==> config.mk <==
export PLATFORM = sky130hd
export DESIGN_NAME = vga_out_stage
export DESIGN_NICKNAME = d
export VERILOG_FILES = /design/src/rtl/vga_pkg.sv /design/src/rtl/delay_line.sv /design/src/rtl/vga_out_stage.sv
export SDC_FILE = /design/constraint.sdc
export NUM_CORES = 1
export LEC_CHECK = 0
export CAP_MARGIN = 0
export CORE_MARGIN = 1.5
export CORE_UTILIZATION = 25
export DETAILED_ROUTE_END_ITERATION = 12
export GPL_TIMING_DRIVEN = 0
export SLEW_MARGIN = 20
export SYNTH_ARGS = -nofsm -noshare
export SYNTH_HDL_FRONTEND = slang
export SYNTH_HIERARCHICAL = 1
export SYNTH_SLANG_ARGS = --single-unit
==> constraint.sdc <==
create_clock -name clk -period 2 [get_ports clk]
set_clock_uncertainty 0.2 [all_clocks]
set_input_delay 0.3 -clock clk [delete_from_list [all_inputs] [get_ports clk]]
set_output_delay 0.3 -clock clk [all_outputs]
set_load 0.005 [all_outputs]
==> src/rtl/vga_pkg.sv <==
// Shared types, the 4x4 Bayer threshold table and colour helpers for the VGA output stage.
package vga_pkg;

    typedef struct packed {
        logic [7:0] r;
        logic [7:0] g;
        logic [7:0] b;
    } rgb24_t;

    // Element index is {row[1:0], col[1:0]}; the leftmost entry is index 15.
    localparam logic [15:0][3:0] BAYER4 = {
        4'd5,  4'd13, 4'd7,  4'd15,
        4'd9,  4'd1,  4'd11, 4'd3,
        4'd6,  4'd14, 4'd4,  4'd12,
        4'd10, 4'd2,  4'd8,  4'd0
    };

    typedef enum logic [1:0] {
        WAIT_VS = 2'd0,
        IDLE    = 2'd1,
        ACTIVE  = 2'd2
    } geom_state_t;

    function automatic logic [7:0] sat_add8(input logic [7:0] a, input logic [7:0] b);
        logic [8:0] sum;
        sum = {1'b0, a} + {1'b0, b};
        return sum[8] ? 8'hFF : sum[7:0];
    endfunction

    // Scale a 4-bit Bayer threshold to span the bits dropped by truncation.
    function automatic logic [7:0] bayer_thr(input logic [3:0] idx, input int unsigned drop);
        logic [7:0] t;
        t = {4'd0, BAYER4[idx]};
        if (drop >= 32'd4) begin
            return t << (drop - 32'd4);
        end else begin
            return t >> (32'd4 - drop);
        end
    endfunction

endpackage

==> src/rtl/delay_line.sv <==
// N-stage register delay with asynchronous active-low clear; N = 0 degenerates to a wire.
module delay_line #(
    parameter int W = 1,
    parameter int N = 1
) (
    input  logic         clk,
    input  logic         rst_n,
    input  logic [W-1:0] din,
    output logic [W-1:0] dout
);

    generate
        if (N == 0) begin : g_wire
            logic unused_s;
            assign unused_s = clk ^ rst_n;
            assign dout     = din;
        end else begin : g_taps
            logic [W-1:0] taps_r [N];

            // Shift chain, tap 0 takes the input.
            always_ff @(posedge clk or negedge rst_n) begin
                if (!rst_n) begin
                    for (int i = 0; i < N; i++) taps_r[i] <= {W{1'b0}};
                end else begin
                    taps_r[0] <= din;
                    for (int i = 1; i < N; i++) taps_r[i] <= taps_r[i-1];
                end
            end

            assign dout = taps_r[N-1];
        end
    endgenerate

endmodule

==> src/rtl/vga_out_stage.sv <==
// Final VGA pixel stage: aligns timing to draw data, blanks/reduces colour, applies sync polarity,
// and monitors line/frame geometry. Define DITHER_EN to add 4x4 ordered dither before truncation.
module vga_out_stage
    import vga_pkg::*;
#(
    parameter int WIDTH    = 640,
    parameter int HEIGHT   = 480,
    parameter int DATA_LAT = 1,
    parameter int OUT_BITS = 4,
    parameter bit HS_POL   = 1'b0,
    parameter bit VS_POL   = 1'b0
) (
    input  logic                      clk,
    input  logic                      reset,
    input  logic                      h_sync,
    input  logic                      v_sync,
    input  logic                      de,
    input  logic [$clog2(WIDTH)-1:0]  x,
    input  logic [$clog2(HEIGHT)-1:0] y,
    input  logic [23:0]               data,
    output logic                      vga_hs,
    output logic                      vga_vs,
    output logic                      vga_de,
    output logic [OUT_BITS-1:0]       vga_r,
    output logic [OUT_BITS-1:0]       vga_g,
    output logic [OUT_BITS-1:0]       vga_b,
    output logic [1:0]                geom_err,
    output logic [15:0]               frame_cnt
);

    localparam int XW   = $clog2(WIDTH);
    localparam int YW   = $clog2(HEIGHT);
    localparam int PW   = $clog2(WIDTH + 1);
    localparam int LW   = $clog2(HEIGHT + 1);
    localparam int DROP = 8 - OUT_BITS;

    logic   hs_d_s, vs_d_s, de_d_s;
    rgb24_t pix_s, adj_s;
    logic   unused_s;

    assign pix_s = data;

`ifdef DITHER_EN
    logic [XW-1:0] x_d_s;
    logic [YW-1:0] y_d_s;
    logic [7:0]    thr_s;

    delay_line #(.W(3 + XW + YW), .N(DATA_LAT)) u_timing_dly (
        .clk   (clk),
        .rst_n (reset),
        .din   ({h_sync, v_sync, de, x, y}),
        .dout  ({hs_d_s, vs_d_s, de_d_s, x_d_s, y_d_s})
    );

    assign thr_s = bayer_thr({y_d_s[1:0], x_d_s[1:0]}, DROP);

    // Dither each channel with the tile threshold, saturating before truncation.
    always_comb begin
        adj_s   = pix_s;
        adj_s.r = sat_add8(pix_s.r, thr_s);
        adj_s.g = sat_add8(pix_s.g, thr_s);
        adj_s.b = sat_add8(pix_s.b, thr_s);
    end

    assign unused_s = ^{adj_s, x_d_s, y_d_s};
`else
    delay_line #(.W(3), .N(DATA_LAT)) u_timing_dly (
        .clk   (clk),
        .rst_n (reset),
        .din   ({h_sync, v_sync, de}),
        .dout  ({hs_d_s, vs_d_s, de_d_s})
    );

    assign adj_s    = pix_s;
    assign unused_s = ^{adj_s, x, y};
`endif

    // Output register: polarity, blanking and channel reduction.
    always_ff @(posedge clk or negedge reset) begin
        if (!reset) begin
            vga_hs <= ~HS_POL;
            vga_vs <= ~VS_POL;
            vga_de <= 1'b0;
            vga_r  <= {OUT_BITS{1'b0}};
            vga_g  <= {OUT_BITS{1'b0}};
            vga_b  <= {OUT_BITS{1'b0}};
        end else begin
            vga_hs <= HS_POL ? hs_d_s : ~hs_d_s;
            vga_vs <= VS_POL ? vs_d_s : ~vs_d_s;
            vga_de <= de_d_s;
            vga_r  <= de_d_s ? adj_s.r[7 -: OUT_BITS] : {OUT_BITS{1'b0}};
            vga_g  <= de_d_s ? adj_s.g[7 -: OUT_BITS] : {OUT_BITS{1'b0}};
            vga_b  <= de_d_s ? adj_s.b[7 -: OUT_BITS] : {OUT_BITS{1'b0}};
        end
    end

    geom_state_t state_r;
    logic        vs_p_r, de_p_r;
    logic [PW-1:0] pix_cnt_r;
    logic [LW-1:0] line_cnt_r;
    logic [1:0]    geom_err_r;
    logic [15:0]   frame_cnt_r;
    logic          vs_rise_s, de_rise_s, pix_bad_s;
    logic [PW-1:0] pix_inc_s;
    logic [LW-1:0] line_inc_s;

    assign vs_rise_s  = vs_d_s & ~vs_p_r;
    assign de_rise_s  = de_d_s & ~de_p_r;
    assign pix_bad_s  = (pix_cnt_r != PW'(WIDTH));
    assign pix_inc_s  = (pix_cnt_r == {PW{1'b1}}) ? pix_cnt_r : pix_cnt_r + {{(PW-1){1'b0}}, 1'b1};
    assign line_inc_s = (line_cnt_r == {LW{1'b1}}) ? line_cnt_r : line_cnt_r + {{(LW-1){1'b0}}, 1'b1};

    // Geometry monitor and frame counter; a line cut by v_sync is closed before the frame check.
    always_ff @(posedge clk or negedge reset) begin
        if (!reset) begin
            state_r     <= WAIT_VS;
            vs_p_r      <= 1'b0;
            de_p_r      <= 1'b0;
            pix_cnt_r   <= {PW{1'b0}};
            line_cnt_r  <= {LW{1'b0}};
            geom_err_r  <= 2'b00;
            frame_cnt_r <= 16'd0;
        end else begin
            vs_p_r <= vs_d_s;
            de_p_r <= de_d_s;
            if (vs_rise_s) frame_cnt_r <= frame_cnt_r + 16'd1;
            case (state_r)
                WAIT_VS: begin
                    if (vs_rise_s) begin
                        state_r    <= IDLE;
                        line_cnt_r <= {LW{1'b0}};
                    end
                end
                IDLE: begin
                    if (vs_rise_s) begin
                        if (line_cnt_r != LW'(HEIGHT)) geom_err_r[1] <= 1'b1;
                        line_cnt_r <= {LW{1'b0}};
                    end
                    if (de_rise_s) begin
                        state_r   <= ACTIVE;
                        pix_cnt_r <= {{(PW-1){1'b0}}, 1'b1};
                    end
                end
                ACTIVE: begin
                    if (vs_rise_s || !de_d_s) begin
                        if (pix_bad_s) geom_err_r[0] <= 1'b1;
                        if (vs_rise_s) begin
                            if (line_inc_s != LW'(HEIGHT)) geom_err_r[1] <= 1'b1;
                            line_cnt_r <= {LW{1'b0}};
                        end else begin
                            line_cnt_r <= line_inc_s;
                        end
                        state_r <= IDLE;
                    end else begin
                        pix_cnt_r <= pix_inc_s;
                    end
                end
                default: state_r <= WAIT_VS;
            endcase
        end
    end

    assign geom_err  = geom_err_r;
    assign frame_cnt = frame_cnt_r;

endmodule

# ---- Word level (Yosys, flattened, before mapping)
# Cells that the tools add are included.
dict set report totals {
  romBits 0
  reg_bits 58
  mem_bits_rw 0
  mem_count 0
  wordCells 74
  latch_bits 0
}
dict set report op_classes {
  n_shift 0
  muxes 23
  n_addsub 3
  n_bitwise 6
  eq_ne 17
  reduce_logical 11
  order_cmp 0
  n_mul 0
  div 0
}
# operator n
set op_table {}
lappend op_table {{two-way mux 9 bit} 4}
lappend op_table {{two-way mux 10 bit} 3}
lappend op_table {{one-hot mux 10 bit (2 select lines)} 1}
lappend op_table {{inequality test 2 bit, second input constant} 9}
lappend op_table {{inequality test 9 bit, second input constant} 2}
lappend op_table {{one-hot mux 9 bit (2 select lines)} 1}
lappend op_table {{adder 16 x 1 -> 16 bit, second input constant} 1}
lappend op_table {{two-way mux 4 bit} 3}
lappend op_table {{adder 10 x 1 -> 10 bit, second input constant} 1}
lappend op_table {{equality test 10 bit, second input constant} 1}
lappend op_table {{inequality test 10 bit, second input constant} 1}
lappend op_table {{adder 9 x 1 -> 9 bit, second input constant} 1}
lappend op_table {{equality test 9 bit, second input constant} 1}
lappend op_table {{AND reduction 3 bit} 3}
lappend op_table {{two-way mux 2 bit} 4}
lappend op_table {{one-hot mux 2 bit (3 select lines)} 1}
lappend op_table {{AND reduction 6 bit} 1}
lappend op_table {{two-way mux 1 bit} 5}
lappend op_table {{NOT 1 bit} 4}
lappend op_table {{AND reduction 4 bit} 1}
lappend op_table {{nonzero test 2 bit} 2}
lappend op_table {{AND 1 bit} 2}
lappend op_table {{equality test 2 x 1 -> 1 bit, second input constant} 1}
lappend op_table {{equality test 2 bit, second input constant} 1}
lappend op_table {{6 further kinds} 6}

# ---- Longest topological paths before layout
# Gate-level depths: netlist (run 1).
dict set report logic_depth {
  word_depth 7
  mapped_depth 7
  depth_no_buf 6
}

# ---- Cells and area by module
# Netlist (run 1), hierarchy kept.
# module seq_area_each_um2 cells_per_inst instances area_each_um2
set modules_own_cells {}
lappend modules_own_cells {vga_out_stage 1378.8 246 1 2582.5}
lappend modules_own_cells {delay_line 75.1 3 1 75.1}

# ---- Worst setup path before layout (run 1)
# Ideal clock, no wire load.
dict set report synth_path {
  path_kind {register to register}
  from {reg pix_cnt_r[1]}
  to {reg pix_cnt_r[3]}
  period_less_slack_ns 1.850
  required_ns 1.654
  setup_slack_ns 0.150
  stages_incl_launch_ff 7
  t_arrival_ns 1.504
  cell_sequence {dfrtp_1 -> ha_1 -> nand2_1 -> or4_4 -> nand4_2 -> xor2_1 -> nor2_1}
}
dict set report synth_between {
  elab_chain_cells 4
  word_cells_on_any_way 7
  classes_between {add/sub: 1; eq/ne: 2; mux: 3; reduce/logical: 1}
}
# element line_no
set synth_lines {}
lappend synth_lines {{start: declaration} vga_out_stage.sv:99} ;# logic [PW-1:0] pix_cnt_r;
lappend synth_lines {{start signal: assignment} vga_out_stage.sv:119} ;# pix_cnt_r <= {PW{1'b0}};
lappend synth_lines {{start signal: assignment} vga_out_stage.sv:141} ;# pix_cnt_r <= {{(PW-1){1'b0}}, 1'b1};
lappend synth_lines {{start signal: assignment} vga_out_stage.sv:155} ;# pix_cnt_r <= pix_inc_s;
lappend synth_lines {{adder 10 x 1 -> 10 bit} vga_out_stage.sv:110} ;# assign pix_inc_s = (pix_cnt_r == {PW{1'b1}}) ? pix_cnt_r : pix_cnt_r + {{(PW-1){1'b0}}, 1'b1};
lappend synth_lines {{two-way mux 10 bit} vga_out_stage.sv:110}
lappend synth_lines {{two-way mux 10 bit} vga_out_stage.sv:145} ;# if (vs_rise_s || !de_d_s) begin
lappend synth_lines {{one-hot mux 10 bit (2 select lines)} vga_out_stage.sv:127} ;# case (state_r)
# Parallel ways exist; a longest one is shown, timed or not. The select of a mux whose other input is x is not followed.
# A chain may end at the register's enable or synchronous reset.

# ---- Worst setup path in the final report (run 1)
dict set report layout_path {
  from {reg state_r[0]}
  to {reg pix_cnt_r[6]}
}
dict set report layout_between {
  elab_chain_cells 3
  word_cells_on_any_way 8
  classes_between {eq/ne: 5; mux: 1; reduce/logical: 2}
}
# element line_no
set layout_lines {}
lappend layout_lines {{start: declaration} vga_out_stage.sv:97} ;# geom_state_t state_r;
lappend layout_lines {{start signal: assignment} vga_out_stage.sv:116} ;# state_r <= WAIT_VS;
lappend layout_lines {{start signal: assignment} vga_out_stage.sv:130} ;# state_r <= IDLE;
lappend layout_lines {{start signal: assignment} vga_out_stage.sv:140} ;# state_r <= ACTIVE;
lappend layout_lines {{equality test 2 bit / equality test 2 x 1 -> 1 bit (equally long branches)} vga_out_stage.sv:127}
lappend layout_lines {{inequality test 2 bit (no source line) / nonzero test 2 bit (equally long branches)} -}
lappend layout_lines {{AND reduction 4 bit (no source line)} -}
# Parallel ways exist; a longest one is shown, timed or not.

==> results of run 1 <==
[kinds of logic after synthesis]
kind of cell / share of synthesized area, %
AOI/OAI and AO/OA: 10.7
xor gates and xnor gates: 7.25
adders and majority gates: 2.35
buffers and inverters: 2.59
DFF: 54.7
and+or+nand+nor: 22.4
[flip-flops by register name, summed over array words and instances, names as in the netlist]
register / count
pix_cnt_r: 10
u_timing_dly/dout: 3
frame_cnt: 16
vga_vs: 1
vs_p_r: 1
vga_b: 4
vga_r: 4
de_p_r: 1
vga_g: 4
state_r: 2
line_cnt_r: 9
vga_hs: 1
geom_err: 2
[what timing repair did]
action                                  in CTS  in global routing
hold buffers                                 1                  0
gates resized for setup                      7                 14
setup buffers                                1                  7
pin swaps                                    2                  4
endpoints found under the hold margin       56                  0
endpoints found under the setup margin      12                 20
[area by class of cell]
cell class | count | area, um2 | share of cell area, %
repair buffers | 59 | 586 | 15.9
plain buffers | 3 | 12.5 | 0.339
clock inverters | 5 | 77.6 | 2.10
clock buffers | 11 | 141 | 3.83
multi-input cells | 173 | 1200 | 32.5
well taps | 136 | 170 | 4.61
inverters | 12 | 45.0 | 1.22
flip-flops and latches | 58 | 1460 | 39.5
[metal layers]
layer / up-vias / global-route usage [%]
met2: 45 / 17.3
li1: 1011 / -
met1: 1061 / 12.9
met5: - / 0
met4: 0 / 3.86
met3: 9 / 4.11
[layout by cell type, fill, tap and decap left out, drive strengths merged, types with 2 or more instances in the layout]
master         instances
dfrtp                 56
clkdlybuf4s50         48
nand2                 23
nand3                 15
and2                  14
xnor2                 14
clkbuf                14
o21ai                 14
inv                   12
a21oi                 12
buf                   10
xor2                   8
nand4                  8
nor2                   6
and3                   6
nor3                   5
ha                     5
and4                   4
or3                    4
nand2b                 4
or4                    4
a21o                   3
nor2b                  2
nand3b                 2
nor4                   2
o31a                   2
a22o                   2
o31ai                  2
clkinv                 2
bufinv                 2
dfstp                  2
o22ai                  2
[stage by stage]
step           hold slack, ns  utilization (%)  setup TNS (ns)  power (uW)  cell area, um2
2_1_floorplan          -0.196                -               0        1710            2660
3_3_place_gp            0.147             32.1          -80.13        1990            3320
3_5_place_dp            0.116             32.4          -0.509        2010            3340
4_1_cts                 0.162             35.0       -0.000455        3230            3610
5_1_grt                 0.171             35.8          -0.879        3410            3690
6_report                0.156             35.8         -0.0249        3240            3690
[worst paths after layout]
path	startpoint	endpoint	depth (start not counted)
setup reg to reg	state_r[0]	pix_cnt_r[6]	5
setup / recovery	state_r[0]	pix_cnt_r[6]	5
hold / removal	u_timing_dly/dout[2]	vga_hs	1
hold reg to reg	u_timing_dly/dout[2]	vga_hs	1
max in group asynchronous	reset	vga_hs	3
min in group asynchronous	reset	pix_cnt_r[5]	3
[power by group through the flow]
stage,Clock (uW),Sequential [uW],Combinational [uW]
6_report,1200,1450,589
5_1_grt,1280,1480,658
4_1_cts,1220,1440,565
3_5_place_dp,0,1460,547
3_3_place_gp,0,1450,535
2_1_floorplan,0,1440,274
[critical path: stages (launching register included)]
cell	delay, ns
dfrtp_2	0.47
nand2b_4	0.20
o22ai_4	0.24
nand3_4	0.14
or4_4	0.55
a21oi_2	0.16
==> impl_metrics.csv, run 1 <==
group,metric,value,unit
yosys,synth_edf_count,0,
route,wl_met2,2.79,mm
yosys,ys_warn_count,6,
yosys,synth_top_cells_by_area,"dfrtp_1 (53%), xnor2_1 (4.6%), and2_1 (3.3%), nand2_1 (3.2%), nand3_1 (2.6%)",
clock_network,htreeDepth,3,
pwr,switching_share,27.1,%
clock_network,cts-root-buf,"clkbuf_8",
clock_network,cts_max_path_buffers,2,
grt,overflow,0,
timing,layout_worst_path_cycle_share,101,%
setup_path,worstPathMaxFanout,7,
grt,grt_pass1_wl,9.68,mm
route,wl,5.75,mm
clock_network,clk_latency,0.34,ns
route,firstDrtPassIters,7,
pwr,internal-power,2360,uW
route,drt_iter0_drc,61,
setup_path,rrSetupSlack,-0.02,ns
yosys,ys.flop_type,"dfrtp_1",
setup_path,crit_type,"reg2reg",
timing,setup-violations-final,1,
timing,maxSlewViolCount,0,
route,wl_met3,294,um
grt,grt_max_degree,59,
placed_design,gp_congestion,0.811,
placed_design,place_inst,435,
grt,grt_antenna_before_repair,0,
yosys,ys_types,46,
floorplanning,io_pins,81,
final_layout,antenna_cells,0,
pwr,clkPwrFrac,36.9,%
route,wl_per_cell,12.6,um
pwr,comb_power_share,18.2,%
final_layout,stdcell_count,457,
setup_path,critPathArrivalTime,2.08,ns
route,drt-met1-wl,2.60,mm
yosys,syn_nets,302,
final_layout,syn_to_final_growth,39.0,%
status,violations,"setup timing",
grt,grt_pass1_vias,2074,
pwr,pwr-share-seq,44.9,%
timing,grt_setup_unrepaired,"yes",
clock_network,clk_pin_slew,0.07,ns
placed_design,pre_cts_slack,-0.0919,ns
final_layout,nets,369,
route,drc_errors,0,
placed_design,hpwl,3.95,mm
final_layout,drive_gt1_share,15.3,%
grt,track_usage,10.7,%
yosys,avgSynthCellArea,10.7,um2
yosys,synthTopCellsByCount,"dfrtp_1 (56), nand2_1 (23), and2_1 (14), nand3_1 (14), xnor2_1 (14)",
clock_network,cts_tree,"done",
timing,relSlewSlack,57.5,%
floorplanning,core_area,10300,um2
flow_run,cap_violations,0,
timing,hold_viol,0,
route,routed_via_density,4.65,
worst_hold_path,hold_class,"reg2reg",
floorplanning,die_area,11300,um2
setup_path,cp-end-kind,"flip-flop",
setup_path,startpoint_type,"flip-flop",
yosys,synthCells,249,
status,status,"finished, violations left",
yosys,synthMostInstantiatedCell,"dfrtp_1",
yosys,async_flop_share,100,%
yosys,synth_top_area_cell,"dfrtp_1",
pwr,ir_drop,443,uV
floorplanning,initial_core_util,25.7,%
timing,max_freq,0.494,GHz
placed_design,io_buffers,49,
yosys,seq_area_frac_synth,54.7,%
route,detail-route-antenna-nets,0,
pwr,power_density,877,nW/um2
floorplanning,die_h,106,um
timing,tightest_slew,0.636,ns
floorplanning,die_x,106,um
route,vias,2126,
timing,post-route-min-period,2.02,ns
floorplanning,num_rows,37,
route,highest_layer,"met4",
yosys,synth.ff_latch_count,58,
final_layout,fillers,1045,
yosys,synth_area,2660,um2
pwr,p_leak,0.00153,uW
clock_network,cts_buffers,9,
timing,post-route-worst-setup-slack,-0.0249,ns
pwr,p_sw,877,uW
yosys,yosys.area.top_type_share,52.7,%
setup_path,cp.required,2.06,ns
clock_network,clock-sinks,58,
Power figures use the tool's default switching activity.
==> run 2: changes to the inputs <==
clock period = 1.9 ns   (was 2 ns; I/O delays follow)
==> run 2 against run 1 <==
  * The run still ends with setup timing left
  * Setup slack improved by 0.017 ns
  * Critical endpoint is now pix_cnt_r[3]
  * Routed wire length is 2.8% higher
  * Highest routed layer unchanged
  * First-iteration DRC count rose by 1.6%
  * Critical path depth unchanged
==> impl_metrics.csv, run 2 (synthesis results as in run 1) <==
group,metric,value,unit
placed_design,io_buffers,49,
timing,post-route-min-period,1.91,ns
timing,finalHoldWorstSlack,0.156,ns
clock_network,cts_max_path_buffers,2,
final_layout,largest_register_ffs,16,
placed_design,hpwl,3.95,mm
timing,layout_worst_path_cycle_share,100,%
pwr,power_density,922,nW/um2
pwr,p_leak,0.00160,uW
floorplanning,core_area,10300,um2
timing,tightest_slew,0.596,ns
placed_design,gp_congestion,0.811,
final_layout,fillers,1032,
setup_path,critPathArrivalTime,1.91,ns
clock_network,htreeDepth,3,
setup_path,rrSetupSlack,-0.008,ns
worst_hold_path,hold_end,"vga_hs",
route,drc_errors,0,
setup_path,worstPathMaxFanout,7,
status,violations,"setup timing",
timing,hold_viol,0,
setup_path,reg2reg_depth,5,
route,vias,2153,
clock_network,clk_pin_slew,0.07,ns
final_layout,syn_to_final_growth,43.3,%
grt,grt_pass1_vias,2111,
timing,max_freq,0.524,GHz
worst_hold_path,hold_class,"reg2reg",
timing,grt_setup_unrepaired,"yes",
final_layout,layout_common_cells,"dfrtp_1 (48), clkdlybuf4s50_1 (48), nand2_1 (21)",
worst_hold_path,hold_depth,1,
grt,grt_antenna_before_repair,0,
route,wl_per_cell,12.8,um
timing,fin_tns_setup,-0.0118,ns
grt,overflow,0,
pwr,totalPowerFinal,3510,uW
status,status,"finished, violations left",
clock_network,cts-root-buf,"clkbuf_8",
timing,relSlewSlack,60.1,%
clock_network,cts_buffers,9,
floorplanning,die_x,106,um
grt,grt_pass1_wl,9.95,mm
final_layout,drive_gt1_share,20.3,%
clock_network,clock-sinks,58,
setup_path,startpoint_type,"flip-flop",
clock_network,clk_latency,0.34,ns
grt,grt_max_degree,59,
final_layout,antenna_cells,0,
setup_path,crit_type,"reg2reg",
setup_path,cp.required,1.90,ns
final_layout,nets,373,
setup_path,rr_startpoint,"state_r[0]",
final_layout,multi_input_area,1270,um2
setup_path,r2r-end,"pix_cnt_r[3]",
floorplanning,initial_core_util,25.7,%
route,routed_via_density,4.67,
timing,post-route-worst-setup-slack,-0.00831,ns
route,drt_iter0_drc,62,
route,firstDrtPassIters,4,
final_layout,seq_area,1460,um2
floorplanning,die_h,106,um
final_layout,utilization,36.9,%
grt,track_usage,11.0,%
floorplanning,die_area,11300,um2
pwr,ir_drop,470,uV
setup_path,cp-end-kind,"flip-flop",
worst_hold_path,hold_path.startpoint,"u_timing_dly/dout[2]",
placed_design,pre_cts_slack,-0.192,ns
flow_run,cap_violations,0,
timing,setup-violations-final,2,
floorplanning,io_pins,81,
floorplanning,num_rows,37,
route,wl,5.91,mm
timing,maxSlewViolCount,0,
route,detail-route-antenna-nets,0,
clock_network,cts_tree,"done",
run 2: cell types whose count changed in the layout (fill, tap and decap cells not counted), moves of 2 or more:
cell / delta
nor2b_1: -2
nor3_1: -2
nor3_4: +3
buf_4: +4
dfrtp_2: +3
dfrtp_1: -3
run 2: per-layer routing:
layer / vias to the layer above / global-route usage, % / share of wire [%]
met2: 43 / 17.8 / 49
met1: 1081 / 13.5 / 45
met3: 8 / 4.11 / 5.0
li1: 1021 / - / -
met5: - / 0 / 0
met4: 0 / 3.86 / 1.1
run 2: metrics by stage:
| stage | area, um2 | instances |
|---|---|---|
| floorplan | 2660 | 249 |
| global placement | 3320 | 434 |
| detailed placement | 3340 | 435 |
| CTS | 3710 | 455 |
| global route | 3810 | 461 |
| finish | 3810 | 461 |
run 2: how the worst max path moves through the flow:
stage / to / slack (ns) / cells past startpoint / startpoint
after floorplan: pix_cnt_r[3] / 0.05 / 6 / pix_cnt_r[1]
after global placement: vga_r[2] / -1.49 / 1 / reset
after detailed placement: pix_cnt_r[4] / -0.19 / 4 / state_r[1]
after CTS: pix_cnt_r[9] / -0.0002 / 5 / state_r[0]
after global routing: pix_cnt_r[4] / -0.07 / 6 / state_r[0]
final: pix_cnt_r[3] / -0.008 / 5 / state_r[0]
run 2: layout make-up:
| class | instances | area share, % |
|---|---|---|
| well taps | 136 | 4.47 |
| clock buffers | 11 | 3.71 |
| inverters | 12 | 1.18 |
| plain buffers | 2 | 0.230 |
| flip-flops and latches | 58 | 38.4 |
| repair buffers | 64 | 16.5 |
| multi-input cells | 173 | 33.5 |
| clock inverters | 5 | 2.04 |
run 2: critical path: stages, from the launching register on:
cell and delay, ns:
dfrtp_2 0.46, nand3b_1 0.18, or4_4 0.57, nand4_4 0.16, xor2_1 0.16, nor2_1 0.05
run 2: where the power goes:
part,internal (uW),leakage [uW],total [uW],switching (uW)
Combinational,394,0.000743,714,320
Sequential,1370,0.000743,1540,172
Clock,770,0.000109,1260,489
run 2: what timing repair did:
| action | CTS | global route |
|---|---|---|
| resized for setup | 25 | 15 |
| pin swaps | 9 | 6 |
| hold endpoints to repair | 56 | 0 |
| endpoints found under the setup margin | 20 | 23 |
| hold buffers | 1 | 0 |
| buffers inserted | 7 | 7 |
